## src/rtl/mips_bus_arbiter.sv

```systemverilog
// Two-master arbiter for the external memory bus: per-transaction grant,
// grant locked through slave stalls, read return routed back to its issuer.
module mips_bus_arbiter #(
    parameter int ADDR_WIDTH     = 32,
    parameter int DATA_WIDTH     = 32,
    parameter int FIXED_PRIORITY = 0
) (
    input  logic                    clk,
    input  logic                    reset,

    input  logic [ADDR_WIDTH-1:0]   m0_address,
    input  logic                    m0_read,
    input  logic                    m0_write,
    input  logic [DATA_WIDTH-1:0]   m0_writedata,
    input  logic [DATA_WIDTH/8-1:0] m0_byteenable,
    output logic                    m0_waitrequest,
    output logic [DATA_WIDTH-1:0]   m0_readdata,
    output logic                    m0_readdatavalid,

    input  logic [ADDR_WIDTH-1:0]   m1_address,
    input  logic                    m1_read,
    input  logic                    m1_write,
    input  logic [DATA_WIDTH-1:0]   m1_writedata,
    input  logic [DATA_WIDTH/8-1:0] m1_byteenable,
    output logic                    m1_waitrequest,
    output logic [DATA_WIDTH-1:0]   m1_readdata,
    output logic                    m1_readdatavalid,

    output logic [ADDR_WIDTH-1:0]   s_address,
    output logic                    s_read,
    output logic                    s_write,
    output logic [DATA_WIDTH-1:0]   s_writedata,
    output logic [DATA_WIDTH/8-1:0] s_byteenable,
    input  logic                    s_waitrequest,
    input  logic [DATA_WIDTH-1:0]   s_readdata
);

    typedef enum logic [1:0] {
        IDLE  = 2'd0,
        HOLD  = 2'd1,
        RDATA = 2'd2
    } state_t;

    state_t state_reg;
    logic   owner_reg;
    logic   last_grant_reg;

    logic [ADDR_WIDTH-1:0]   addr  [2];
    logic [DATA_WIDTH-1:0]   wdata [2];
    logic [DATA_WIDTH/8-1:0] be    [2];
    logic [1:0]              rd_req;
    logic [1:0]              wr_req;
    logic [1:0]              req;
    logic [1:0]              wait_vec;
    logic [1:0]              rdv_vec;

    logic sel;
    logic active;
    logic accept;

    assign addr[0]  = m0_address;
    assign addr[1]  = m1_address;
    assign wdata[0] = m0_writedata;
    assign wdata[1] = m1_writedata;
    assign be[0]    = m0_byteenable;
    assign be[1]    = m1_byteenable;
    assign rd_req   = {m1_read,  m0_read};
    assign wr_req   = {m1_write, m0_write};
    assign req      = rd_req | wr_req;

    // sel picks the master driving the slave; active means that master has a live request
    always_comb begin
        sel    = owner_reg;
        active = 1'b0;
        case (state_reg)
            IDLE: begin
                active = |req;
                if (req == 2'b10)
                    sel = 1'b1;
                else if (req == 2'b01)
                    sel = 1'b0;
                else
                    sel = (FIXED_PRIORITY != 0) ? 1'b0 : ~last_grant_reg;
            end
            HOLD: begin
                sel    = owner_reg;
                active = req[owner_reg];
            end
            default: begin
                sel    = owner_reg;
                active = 1'b0;
            end
        endcase
        if (reset)
            active = 1'b0;
    end

    assign accept = active & ~s_waitrequest;

    // A simultaneous read+write is issued as a write only
    assign s_address    = addr[sel];
    assign s_writedata  = wdata[sel];
    assign s_byteenable = be[sel];
    assign s_write      = active & wr_req[sel];
    assign s_read       = active & rd_req[sel] & ~wr_req[sel];

    for (genvar gi = 0; gi < 2; gi++) begin : g_master
        assign wait_vec[gi] = ~(accept && (sel == 1'(gi)));
        assign rdv_vec[gi]  = (state_reg == RDATA) && (owner_reg == 1'(gi)) && !reset;
    end

    assign m0_waitrequest   = wait_vec[0];
    assign m1_waitrequest   = wait_vec[1];
    assign m0_readdatavalid = rdv_vec[0];
    assign m1_readdatavalid = rdv_vec[1];
    assign m0_readdata      = s_readdata;
    assign m1_readdata      = s_readdata;

    always_ff @(posedge clk or posedge reset) begin
        if (reset) begin
            state_reg      <= IDLE;
            owner_reg      <= 1'b0;
            last_grant_reg <= 1'b1;
        end else begin
            case (state_reg)
                IDLE, HOLD: begin
                    if (!active) begin
                        state_reg <= IDLE;
                    end else begin
                        owner_reg <= sel;
                        if (s_waitrequest) begin
                            state_reg <= HOLD;
                        end else begin
                            last_grant_reg <= sel;
                            state_reg      <= wr_req[sel] ? IDLE : RDATA;
                        end
                    end
                end
                RDATA:   state_reg <= IDLE;
                default: state_reg <= IDLE;
            endcase
        end
    end

endmodule

```

## config.mk

```make
export PLATFORM = sky130hd
export DESIGN_NAME = mips_bus_arbiter
export DESIGN_NICKNAME = d
export VERILOG_FILES = /design/src/rtl/mips_bus_arbiter.sv
export SDC_FILE = /design/constraint.sdc
export NUM_CORES = 1
export LEC_CHECK = 0
export CELL_PAD_IN_SITES_DETAIL_PLACEMENT = 0
export CELL_PAD_IN_SITES_GLOBAL_PLACEMENT = 1
export CORE_MARGIN = 2
export CORE_UTILIZATION = 14
export CTS_CLUSTER_SIZE = 25
export DETAILED_ROUTE_END_ITERATION = 16
export HOLD_SLACK_MARGIN = 0.15
export PLACE_DENSITY_LB_ADDON = 0.12
export SLEW_MARGIN = 10
export SYNTH_ARGS = -nofsm -noshare
export SYNTH_HDL_FRONTEND = slang
export SYNTH_SLANG_ARGS = --single-unit
```

## constraint.sdc

```tcl
create_clock -name clk -period 2.6 [get_ports clk]
set_input_delay 0.39 -clock clk [delete_from_list [all_inputs] [get_ports clk]]
set_output_delay 0.39 -clock clk [all_outputs]
set_load 0.01 [all_outputs]
```

==> results_dict.tcl <==
set metrics [dict create \
    outcome "completed" \
    yosysTopAreaCellShare_pct 51.5 \
    yosysTopAreaCell "mux2_4" \
    num_antenna_cells 0 \
    drv_slew 0 \
    crit_type "flop to output port" \
    routed_wl_mm 8.25 \
    clk-insertion-delay-late_ns 0.22 \
    period_minus_slack_ns 2.57 \
    utilization_pct 29.7 \
    synthSimpleGateAreaFrac_pct 4.48 \
    path_clk_slew_ns 0.03 \
    slew_headroom_pct 79.9 \
    gp_congestion 0.656 \
    timing.fmax_mhz 390 \
    synth_edf_count 0 \
    place_area_mm2 0.00381 \
    die_y_um 121 \
    rows 42 \
    grt_max_degree 16 \
    p_per_area_mw_per_mm2 661 \
    die_x_um 121 \
    setup_slack_ns 0.0333 \
    synth.most_common_cell "mux2_4" \
    cts_num_sinks 4 \
    grt_first_pass_wirelength_mm 11.2 \
    drc 0 \
    wl_per_cell_um 16.0 \
    peakVddDrop_mv 0.388 \
    fp.dieArea_mm2 0.0147 \
    ctsHtreeMaxLevel 1 \
    core_area_mm2 0.0133 \
    syn_inst 172 \
    area_growth_pct 106 \
    grt_pass1_vias 1812 \
    start_kind "flop" \
    postCtsHoldBufs 0 \
    synth_fa_ha_area_share_pct 0 \
    cts-root-buf "clkbuf_16" \
    worstSetupEndpointType "output port" \
    ys_top_cells_by_count "mux2_4, buf_4, buf_12" \
    skew_ns 0.000886 \
    layout-drive-gt1-share_pct 38.4 \
    grt_overflow 0 \
    syn_nets 347 \
    drt_pass1_iterations 4 \
    ys_async_sr_fraction_pct 100 \
    finalHoldViolations 0 \
    initial_core_util_pct 14.4 \
    setup_tns_ns 0 \
    clockBufferDepth 2 \
    vias_per_cell 3.55 \
    final_nets 517 \
    crit_path_max_fanout 8 \
    netlist_area_mm2 0.00193 \
    setup_viol 0 \
    grt_antenna_before_repair 0 \
    ys.flop_type "dfrtp_1" \
    worst_pin_slew_ns 0.299 \
    largest_register_ff_count 2 \
    ys_seq_area_share_pct 5.26 \
    port-buffer-count 216 \
    cts_made_buffers 3 \
    design_area_mm2 0.00396 \
    dpl_worst_slack_ns -0.474 \
    grtUsageTotal_pct 9.90 \
    ys_top_cells_by_area "mux2_4, buf_4, buf_12, dfrtp_1, mux2_2" \
    finalCritPeriodShare_pct 98.7 \
    ys_types 23 \
    synth_compound_area_share_pct 3.70 \
    synth_mux_area_share_pct 53.8 \
    synth-xor-area-share_pct 0 \
    maxCapViolCount 0 \
    critPathRequiredTime_ns 2.21 \
    io_pins 313 \
    antenna_left 0 \
    yosysWarnings 0 \
    fin_hold_ws_ns 0.511 \
    synth_top_family_by_area "multiplexers" \
    tritoncts "built" \
    vias 1835 \
    hp-class "primary input to asynchronous set/reset pin" \
    ys_seq_elements 4 \
    p_leak_uw 0.00180 \
    rsz0062_at_grt "true" \
    fill_cells 1448 \
    drtIter0Drc 18 \
    arrival_ns 2.18 \
    hpwl_mm 6.67 \
    syn-mean-instance-area_um2 11.2 \
]
[power breakdown]
part,switching (uW),internal [uW]
Clock,43.8,203
Combinational,837,1430
Sequential,14.2,87.7
[kinds of logic after synthesis]
family / count (synthesis)
flip-flops: 4
AO/OA/AOI/OAI: 9
multiplexers: 70
buffers and inverters: 74
AND/OR/NAND/NOR: 15
[worst paths after layout]
check / from / to / slack (ns) / cells after the start
setup / recovery: last_grant_reg$_DFFE_PP1P_ / s_writedata[24] / 0.03 / 8
hold / removal: reset / state_reg[0]$_DFF_PP0_ / 0.51 / 3
max in group asynchronous: reset / last_grant_reg$_DFFE_PP1P_ / 1.86 / 3
setup reg to reg: last_grant_reg$_DFFE_PP1P_ / state_reg[1]$_DFF_PP0_ / 0.65 / 8
min in group clk: last_grant_reg$_DFFE_PP1P_ / last_grant_reg$_DFFE_PP1P_ / 0.63 / 1
hold reg to reg: last_grant_reg$_DFFE_PP1P_ / last_grant_reg$_DFFE_PP1P_ / 0.63 / 1
[area by class of cell]
type / count / area (um2) / area share (%)
timing repair buffer: 237 / 2350 / 59.4
multi-input combinational: 94 / 1200 / 30.3
tap: 176 / 220 / 5.56
sequential: 4 / 101 / 2.56
clock buffer: 4 / 78.8 / 1.99
inverter: 2 / 7.51 / 0.190
[placed cells by master (no fill, tap or decap), types with 2 or more instances in the layout]
master / Yosys / final
buf_16: 0 / 4
buf_2: 0 / 13
buf_4: 64 / 11
buf_6: 2 / 18
clkbuf_16: 0 / 4
clkbuf_2: 0 / 2
clkdlybuf4s15_1: 0 / 5
clkdlybuf4s15_2: 0 / 3
clkdlybuf4s50_1: 0 / 140
dfrtp_1: 3 / 3
dlygate4sd2_1: 0 / 37
inv_1: 2 / 2
mux2_2: 4 / 4
mux2_4: 66 / 66
nand2_1: 3 / 3
nor2_1: 4 / 3
nor4b_1: 2 / 2
o211a_1: 3 / 3
o21ai_0: 2 / 2
[routing by layer]
metal  wire length [um]  GRT usage (%)  vias up
met2               4160           18.1      139
met1               3060           11.3      810
met5                  0              0        -
li1                   -              -      876
met4                 15           1.29        0
met3               1010           3.57       10
[worst max-delay path, cell delays in order (launching register included)]
cell	delay, ns
dfstp_2	0.37
or3_1	0.30
o211a_1	0.12
or2_4	0.33
buf_6	0.14
buf_8	0.12
buf_16	0.15
mux2_4	0.30
buf_6	0.12
[repair_timing]
action	CTS	global route
pin swaps	2	2
setup buffers	4	1
endpoints found under the setup margin	72	65
gates cloned	3	1
gates resized for setup	187	20
[per-stage QoR]
stage	cells	power [uW]
6_report	517	2620
5_1_grt	517	2790
4_1_cts	516	2590
3_5_place_dp	505	2280
3_3_place_gp	505	2300
2_1_floorplan	172	1500
No activity file was read; power rests on OpenSTA's default activity.
